## src/rtl/sbus_requester_if.sv

```systemverilog
// SBUS memory-phase signals shared by a requester (master) and a memory (slave).
interface sbus_requester_if;
    logic         START_A;
    logic         START_B;
    logic [14:35] ADR;
    logic [0:3]   RQ;
    logic         ACKN_A;
    logic         ACKN_B;
    logic         DATA_VALID_A;
    logic         DATA_VALID_B;
    logic [0:35]  D;
    logic         DATA_PAR;

    modport master (
        output START_A, START_B, ADR, RQ,
        input  ACKN_A, ACKN_B, DATA_VALID_A, DATA_VALID_B, D, DATA_PAR
    );

    modport slave (
        input  START_A, START_B, ADR, RQ,
        output ACKN_A, ACKN_B, DATA_VALID_A, DATA_VALID_B, D, DATA_PAR
    );
endinterface

```

## src/rtl/sbus_requester.sv

```systemverilog
// SBUS quadword read requester with slot tracking and NXM timeout.
// Define SBUS_PAR_CHK_EN to enable data parity checking on returned words.
module sbus_requester #(
    parameter int TIMEOUT = 64
) (
    input  logic          clk,
    input  logic          CROBAR_N,
    input  logic          reqValid,
    output logic          reqReady,
    input  logic [14:35]  reqAddr,
    input  logic [0:3]    reqMask,
    input  logic          reqPhaseB,
    sbus_requester_if.master sbus,
    output logic          rdValid,
    output logic [0:35]   rdData,
    output logic [34:35]  rdWo,
    output logic          rdParErr,
    output logic          done,
    output logic          nxm,
    output logic          protoErr
);
    typedef enum logic [1:0] {IDLE, REQ, XFER, DONE} state_t;

    state_t        state_reg;
    logic [14:35]  adr_reg;
    logic [0:3]    mask_reg;
    logic          phb_reg;
    logic [7:0]    cnt_reg;
    logic [1:0]    p_reg;
    logic          start_a_reg, start_b_reg;
    logic          rd_valid_reg, rd_par_reg;
    logic [0:35]   rd_data_reg;
    logic [1:0]    rd_wo_reg;
    logic          done_reg, nxm_reg, perr_reg;

    logic          ackn_sel, dv_sel, par_bad;
    logic [1:0]    lo_idx, hi_idx, slot_idx;
    logic          slot_err, last_slot, slot_active;

    function automatic logic [1:0] lowest(input logic [0:3] m);
        lowest = 2'd0;
        for (int i = 3; i >= 0; i--)
            if (m[i]) lowest = 2'(i);
    endfunction

    function automatic logic [1:0] highest(input logic [0:3] m);
        highest = 2'd0;
        for (int i = 0; i <= 3; i++)
            if (m[i]) highest = 2'(i);
    endfunction

    assign ackn_sel = phb_reg ? sbus.ACKN_B       : sbus.ACKN_A;
    assign dv_sel   = phb_reg ? sbus.DATA_VALID_B : sbus.DATA_VALID_A;

`ifdef SBUS_PAR_CHK_EN
    assign par_bad = (^sbus.D) ^ sbus.DATA_PAR;
`else
    logic par_unused;
    assign par_unused = sbus.DATA_PAR;
    assign par_bad    = 1'b0;
`endif

    // The ACKN slot is the lowest requested word; later slots follow p_reg.
    assign lo_idx      = lowest(mask_reg);
    assign hi_idx      = highest(mask_reg);
    assign slot_idx    = (state_reg == REQ) ? lo_idx : p_reg;
    assign slot_active = ((state_reg == REQ) && ackn_sel) || (state_reg == XFER);
    assign slot_err    = dv_sel ^ mask_reg[slot_idx];
    assign last_slot   = (slot_idx == hi_idx);

    always_ff @(posedge clk or negedge CROBAR_N) begin
        if (!CROBAR_N) begin
            state_reg    <= IDLE;
            adr_reg      <= '0;
            mask_reg     <= '0;
            phb_reg      <= 1'b0;
            cnt_reg      <= '0;
            p_reg        <= '0;
            start_a_reg  <= 1'b0;
            start_b_reg  <= 1'b0;
            rd_valid_reg <= 1'b0;
            rd_data_reg  <= '0;
            rd_wo_reg    <= '0;
            rd_par_reg   <= 1'b0;
            done_reg     <= 1'b0;
            nxm_reg      <= 1'b0;
            perr_reg     <= 1'b0;
        end else begin
            rd_valid_reg <= 1'b0;
            done_reg     <= 1'b0;

            // Words are delivered even in unexpected slots; only the flag records it.
            if (slot_active && dv_sel) begin
                rd_valid_reg <= 1'b1;
                rd_data_reg  <= sbus.D;
                rd_wo_reg    <= adr_reg[34:35] + slot_idx;
                rd_par_reg   <= par_bad;
            end

            case (state_reg)
                IDLE: begin
                    if (reqValid) begin
                        nxm_reg  <= 1'b0;
                        perr_reg <= 1'b0;
                        cnt_reg  <= '0;
                        if (reqMask != 4'b0000) begin
                            adr_reg     <= reqAddr;
                            mask_reg    <= reqMask;
                            phb_reg     <= reqPhaseB;
                            start_a_reg <= ~reqPhaseB;
                            start_b_reg <= reqPhaseB;
                            state_reg   <= REQ;
                        end else begin
                            done_reg  <= 1'b1;
                            state_reg <= DONE;
                        end
                    end
                end
                REQ: begin
                    if (ackn_sel) begin
                        start_a_reg <= 1'b0;
                        start_b_reg <= 1'b0;
                        perr_reg    <= perr_reg | slot_err;
                        if (last_slot) begin
                            done_reg  <= 1'b1;
                            state_reg <= DONE;
                        end else begin
                            p_reg     <= slot_idx + 2'd1;
                            state_reg <= XFER;
                        end
                    end else if (cnt_reg == 8'(TIMEOUT - 1)) begin
                        start_a_reg <= 1'b0;
                        start_b_reg <= 1'b0;
                        nxm_reg     <= 1'b1;
                        done_reg    <= 1'b1;
                        state_reg   <= DONE;
                    end else begin
                        cnt_reg <= cnt_reg + 8'd1;
                    end
                end
                XFER: begin
                    perr_reg <= perr_reg | slot_err;
                    if (last_slot) begin
                        done_reg  <= 1'b1;
                        state_reg <= DONE;
                    end else begin
                        p_reg <= p_reg + 2'd1;
                    end
                end
                DONE: state_reg <= IDLE;
                default: state_reg <= IDLE;
            endcase
        end
    end

    assign reqReady     = (state_reg == IDLE);
    assign sbus.START_A = start_a_reg;
    assign sbus.START_B = start_b_reg;
    assign sbus.ADR     = adr_reg;
    assign sbus.RQ      = mask_reg;
    assign rdValid      = rd_valid_reg;
    assign rdData       = rd_data_reg;
    assign rdWo         = rd_wo_reg;
    assign rdParErr     = rd_par_reg;
    assign done         = done_reg;
    assign nxm          = nxm_reg;
    assign protoErr     = perr_reg;
endmodule

```

## src/flat_wrapper.sv

```systemverilog
// flat-port wrapper written by rule: the top's interface ports become plain ports
module sbus_requester_flat 
#(
    parameter int TIMEOUT = 64
)
  (clk, CROBAR_N, reqValid, reqReady, reqAddr, reqMask, reqPhaseB, rdValid, rdData, rdWo, rdParErr, done, nxm, protoErr, sbus_START_A, sbus_START_B, sbus_ADR, sbus_RQ, sbus_ACKN_A, sbus_ACKN_B, sbus_DATA_VALID_A, sbus_DATA_VALID_B, sbus_D, sbus_DATA_PAR);
  sbus_requester_if sbus_i ();
  input  logic clk;
  input  logic CROBAR_N;
  input  logic reqValid;
  output logic reqReady;
  input  logic [14:35] reqAddr;
  input  logic [0:3] reqMask;
  input  logic reqPhaseB;
  output logic rdValid;
  output logic [0:35] rdData;
  output logic [34:35] rdWo;
  output logic rdParErr;
  output logic done;
  output logic nxm;
  output logic protoErr;
  output wire logic [$bits(sbus_i.START_A)-1:0] sbus_START_A;
  output wire logic [$bits(sbus_i.START_B)-1:0] sbus_START_B;
  output wire logic [$bits(sbus_i.ADR)-1:0] sbus_ADR;
  output wire logic [$bits(sbus_i.RQ)-1:0] sbus_RQ;
  input wire logic [$bits(sbus_i.ACKN_A)-1:0] sbus_ACKN_A;
  input wire logic [$bits(sbus_i.ACKN_B)-1:0] sbus_ACKN_B;
  input wire logic [$bits(sbus_i.DATA_VALID_A)-1:0] sbus_DATA_VALID_A;
  input wire logic [$bits(sbus_i.DATA_VALID_B)-1:0] sbus_DATA_VALID_B;
  input wire logic [$bits(sbus_i.D)-1:0] sbus_D;
  input wire logic [$bits(sbus_i.DATA_PAR)-1:0] sbus_DATA_PAR;
  assign sbus_START_A = sbus_i.START_A;
  assign sbus_START_B = sbus_i.START_B;
  assign sbus_ADR = sbus_i.ADR;
  assign sbus_RQ = sbus_i.RQ;
  assign sbus_i.ACKN_A = sbus_ACKN_A;
  assign sbus_i.ACKN_B = sbus_ACKN_B;
  assign sbus_i.DATA_VALID_A = sbus_DATA_VALID_A;
  assign sbus_i.DATA_VALID_B = sbus_DATA_VALID_B;
  assign sbus_i.D = sbus_D;
  assign sbus_i.DATA_PAR = sbus_DATA_PAR;
  sbus_requester #(.TIMEOUT(TIMEOUT)) u_core (.clk(clk), .CROBAR_N(CROBAR_N), .reqValid(reqValid), .reqReady(reqReady), .reqAddr(reqAddr), .reqMask(reqMask), .reqPhaseB(reqPhaseB), .sbus(sbus_i), .rdValid(rdValid), .rdData(rdData), .rdWo(rdWo), .rdParErr(rdParErr), .done(done), .nxm(nxm), .protoErr(protoErr));
endmodule
```

## config.mk

```make
export PLATFORM = sky130hd
export DESIGN_NAME = sbus_requester_flat
export DESIGN_NICKNAME = d
export VERILOG_FILES = /design/src/rtl/sbus_requester_if.sv /design/src/rtl/sbus_requester.sv /design/src/flat_wrapper.sv
export SDC_FILE = /design/constraint.sdc
export NUM_CORES = 1
export LEC_CHECK = 0
export BUFFER_PORTS_ARGS = -buffer_cell sky130_fd_sc_hd__buf_2
export CAP_MARGIN = 20
export CORE_AREA = 5 5 95 97
export CTS_CLUSTER_SIZE = 40
export DETAILED_ROUTE_END_ITERATION = 12
export DIE_AREA = 0 0 100 102
export PLACE_DENSITY = 0.78
export REMOVE_ABC_BUFFERS = 1
export SKIP_LAST_GASP = 1
export SLEW_MARGIN = 20
export SYNTH_ARGS = -nofsm -noshare
export SYNTH_HDL_FRONTEND = slang
export SYNTH_SLANG_ARGS = --single-unit
```

## constraint.sdc

```tcl
create_clock -name clk -period 3.25 [get_ports clk]
set_clock_uncertainty 0.15 [all_clocks]
set_input_delay 0.1625 -clock clk [delete_from_list [all_inputs] [get_ports clk]]
set_output_delay 0.1625 -clock clk [all_outputs]
set_load 0.1 [all_outputs]
```

==> flow_metrics.env <==
export IMPL_synth_area_mm2=0.003820
export IMPL_cts_tree="built"
export IMPL_cap_viol_max_count=0
export IMPL_rsz0062_at_grt="no"
export IMPL_antenna_found_initial=1
export IMPL_dp_final_hpwl_mm=6.694
export IMPL_setup_tns_ns=0
export IMPL_yosysTopAreaCell="dfrtp_1"
export IMPL_worst_path_largest_cell_delay_ns=0.44
export IMPL_die_h_um=102
export IMPL_synth_cell_types=46
export IMPL_clk_latency_ns=0.34
export IMPL_crit_cells=8
export IMPL_start_kind="flop"
export IMPL_design_core_area_mm2=0.008051
export IMPL_root_buffer="clkbuf_8"
export IMPL_cp_end_kind="flop"
export IMPL_initial_core_util_pct=47.44
export IMPL_first_pass_iters=4
export IMPL_ys_flop_type="dfrtp_1"
export IMPL_wl_per_cell_um=16.16
export IMPL_drt_total_wl_mm=10.73
export IMPL_arrival_ns=2.76
export IMPL_ant_nets=0
export IMPL_area_growth_syn_to_layout_pct=43.37
export IMPL_crit_path_max_fanout=23
export IMPL_path_buf_inv=2
export IMPL_fin_nets=631
export IMPL_synth_top_family_by_area="simple AND/OR/NAND/NOR gates"
export IMPL_ys_ff_latch=83
export IMPL_synthTopCellsByArea="dfrtp_1 (54%), mux2_2 (12%), nand2_1 (7.8%)"
export IMPL_place_gp_congestion=0.8389
export IMPL_num_io_pins=143
export IMPL_synth_edf_count=0
export IMPL_finalCritPeriodShare_pct=82.44
export IMPL_grt_pass1_vias=3510
export IMPL_synth_compound_area_share_pct=9.957
export IMPL_timing_reg2reg_setup_slack_ns=0.57
export IMPL_min_from="sbus_DATA_VALID_A"
export IMPL_cp_startpoint="u_core.state_reg[1]$_DFFE_PN0P_"
export IMPL_reg2reg_depth=8
export IMPL_required_ns=3.33
export IMPL_largest_reg_flops=36
export IMPL_path_cells="inv_1, ha_1, buf_4, nor3b_1, o21ai_1, a31oi_1, o32ai_1, mux2_1"
export IMPL_vias_per_cell=5.074
export IMPL_muxShareOfSynthArea_pct=13.92
export IMPL_synth_most_common_cell="dfrtp_1"
export IMPL_vias=3369
export IMPL_tightest_slew_ns=0.7550
export IMPL_hold_path_class="in2reg"
export IMPL_grt_usage_pct=21.15
export IMPL_drtIter0Drc=138
export IMPL_final_max_slew_violation_count=0
export IMPL_holdPathStages=5
export IMPL_r2r_end="u_core.p_reg[0]$_DFFE_PN0P_"
export IMPL_cts_max_level=3
export IMPL_die_w_um=100
export IMPL_drc_errors=0
export IMPL_clk_pin_slew_ns=0.08
export IMPL_synth_xor_area_share_pct=1.605
export IMPL_path_class="reg2reg"
export IMPL_dp_slack_ns=0.5823
export IMPL_synth_adder_area_share_pct=1.965
export IMPL_ys_top_cells_by_count="dfrtp_1 (83), nand2_1 (79), mux2_2 (40)"
export IMPL_fmax_mhz=373.2
export IMPL_hold_end="u_core.protoErr$_DFFE_PN0P_"
export IMPL_cp_top_family="compound AO/OA/AOI/OAI gates"
export IMPL_grt_start_max_net_pins=84
export IMPL_grt_pass1_wl_mm=17.04
export IMPL_finalWorstSetupSlack_ns=0.5706
export IMPL_dieArea_mm2=0.01020
export IMPL_rr_startpoint="u_core.state_reg[1]$_DFFE_PN0P_"
export IMPL_synth_area_per_cell_um2=10.79
export IMPL_io_buffers=140
export IMPL_synth_top_cell_area_share_pct=54.37
export IMPL_fin_crit_ns=2.679
export IMPL_clockBufferDepth=2
export IMPL_clock_sinks=83
export IMPL_drive_gt1_share_pct=36.74
export IMPL_cp_slowest_cell="dfrtp_1"
export IMPL_run_status="finished, final reports clean"
export IMPL_relSlewSlack_pct=49.67
export IMPL_hold_violations=0
export IMPL_yosys_area_share_simple_pct=15.03
export IMPL_async_reset_ff_share_pct=100.0
export IMPL_syn_inst=354
export IMPL_ys_seq_area_share_pct=54.37
export IMPL_yosys_warnings=0
export IMPL_overflow=0
export IMPL_cts_buffers=9
export IMPL_row_count=33
export IMPL_finalSetupViolations=0
export IMPL_ctsResizeCount=0
==> layer usage <==
layer | part of all wire (%) | GRT usage [%] | vias to the layer above
met5 | 0 | 0 | -
met4 | 2.4 | 8.187 | 0
met3 | 6.9 | 6.689 | 24
met2 | 51 | 36.99 | 133
met1 | 40 | 24.34 | 1600
li1 | - | - | 1612
==> worst min-delay path: cells and delay by family <==
family	cells	cell delay (ns)
multiplexers	1	0.07
AND/OR/NAND/NOR	2	0.13
AO/OA/AOI/OAI	1	0.14
buffers and inverters	1	0.08
==> worst max-delay path by stage <==
stage,end,slack (ns)
6_report,u_core.p_reg[0]$_DFFE_PN0P_,0.57
5_1_grt,u_core.protoErr$_DFFE_PN0P_,0.43
4_1_cts,u_core.protoErr$_DFFE_PN0P_,0.58
3_5_place_dp,u_core.protoErr$_DFFE_PN0P_,0.58
3_3_place_gp,u_core.protoErr$_DFFE_PN0P_,0.73
2_1_floorplan,u_core.sbus.START_B$_DFFE_PN0P_,0.09
==> logic make-up (layout without fill, tap and decap cells) <==
family / Yosys count / after routing
AO/OA/AOI/OAI: 51 / 51
XOR/XNOR: 7 / 7
adder cells (fa/ha/maj): 6 / 6
buffers and inverters: 28 / 232
flip-flops: 83 / 83
multiplexers: 48 / 48
other: 1 / 2
AND/OR/NAND/NOR: 130 / 130
==> area by class of cell <==
type / instances / area [um^2]
Multi-Input combinational cell: 243 / 1628
Clock inverter: 6 / 90.09
Clock buffer: 9 / 123.9
Timing Repair Buffer: 208 / 1390
Antenna cell: 1 / 2.502
Sequential cell: 83 / 2077
Fill cell: 608 / 2575
Inverter: 9 / 33.78
Tap cell: 105 / 131.4
==> what timing repair did <==
item | in CTS | in global routing
endpoints found under the hold margin | 146 | 0
hold buffers | 64 | 0
buffers inserted | 0 | 0
==> layout by cell type, fill, tap and decap left out, types with 2 or more instances in the layout <==
cell type | synthesis | routed
ha_1 | 6 | 6
mux2_2 | 40 | 40
bufinv_16 | 0 | 2
inv_1 | 9 | 9
nor2b_1 | 5 | 5
o21a_1 | 2 | 2
nand3_1 | 4 | 4
buf_2 | 6 | 139
a21o_1 | 2 | 2
o32ai_1 | 2 | 2
clkbuf_8 | 0 | 9
a21boi_0 | 2 | 2
a211oi_1 | 2 | 2
nand2_1 | 79 | 79
xnor2_1 | 6 | 6
o21ai_0 | 12 | 12
a22o_1 | 3 | 3
mux2i_1 | 7 | 7
nand2b_1 | 4 | 4
a21oi_1 | 9 | 9
dlygate4sd3_1 | 0 | 64
a31oi_1 | 6 | 6
and3b_1 | 2 | 2
nor2_1 | 19 | 19
nor3_1 | 5 | 5
nor3b_1 | 4 | 4
dfrtp_1 | 83 | 83
nand4_1 | 2 | 2
buf_4 | 1 | 3
==> through the flow <==
step | instances | hold WS, ns | instance area [um^2] | util (%)
6_report | 664 | 0.1181 | 5477 | 68.02
5_1_grt | 664 | 0.1565 | 5477 | 68.02
4_1_cts | 663 | 0.1105 | 5470 | 67.94
3_5_place_dp | 584 | 0.2064 | 4616 | 57.33
3_3_place_gp | 584 | 0.2026 | 4616 | 57.33
2_1_floorplan | 335 | -0.2831 | 3737 | -
Power is left out: the tool's default activity adds up to more than one toggle a clock period on the data nets, which glitch-free logic cannot reach.
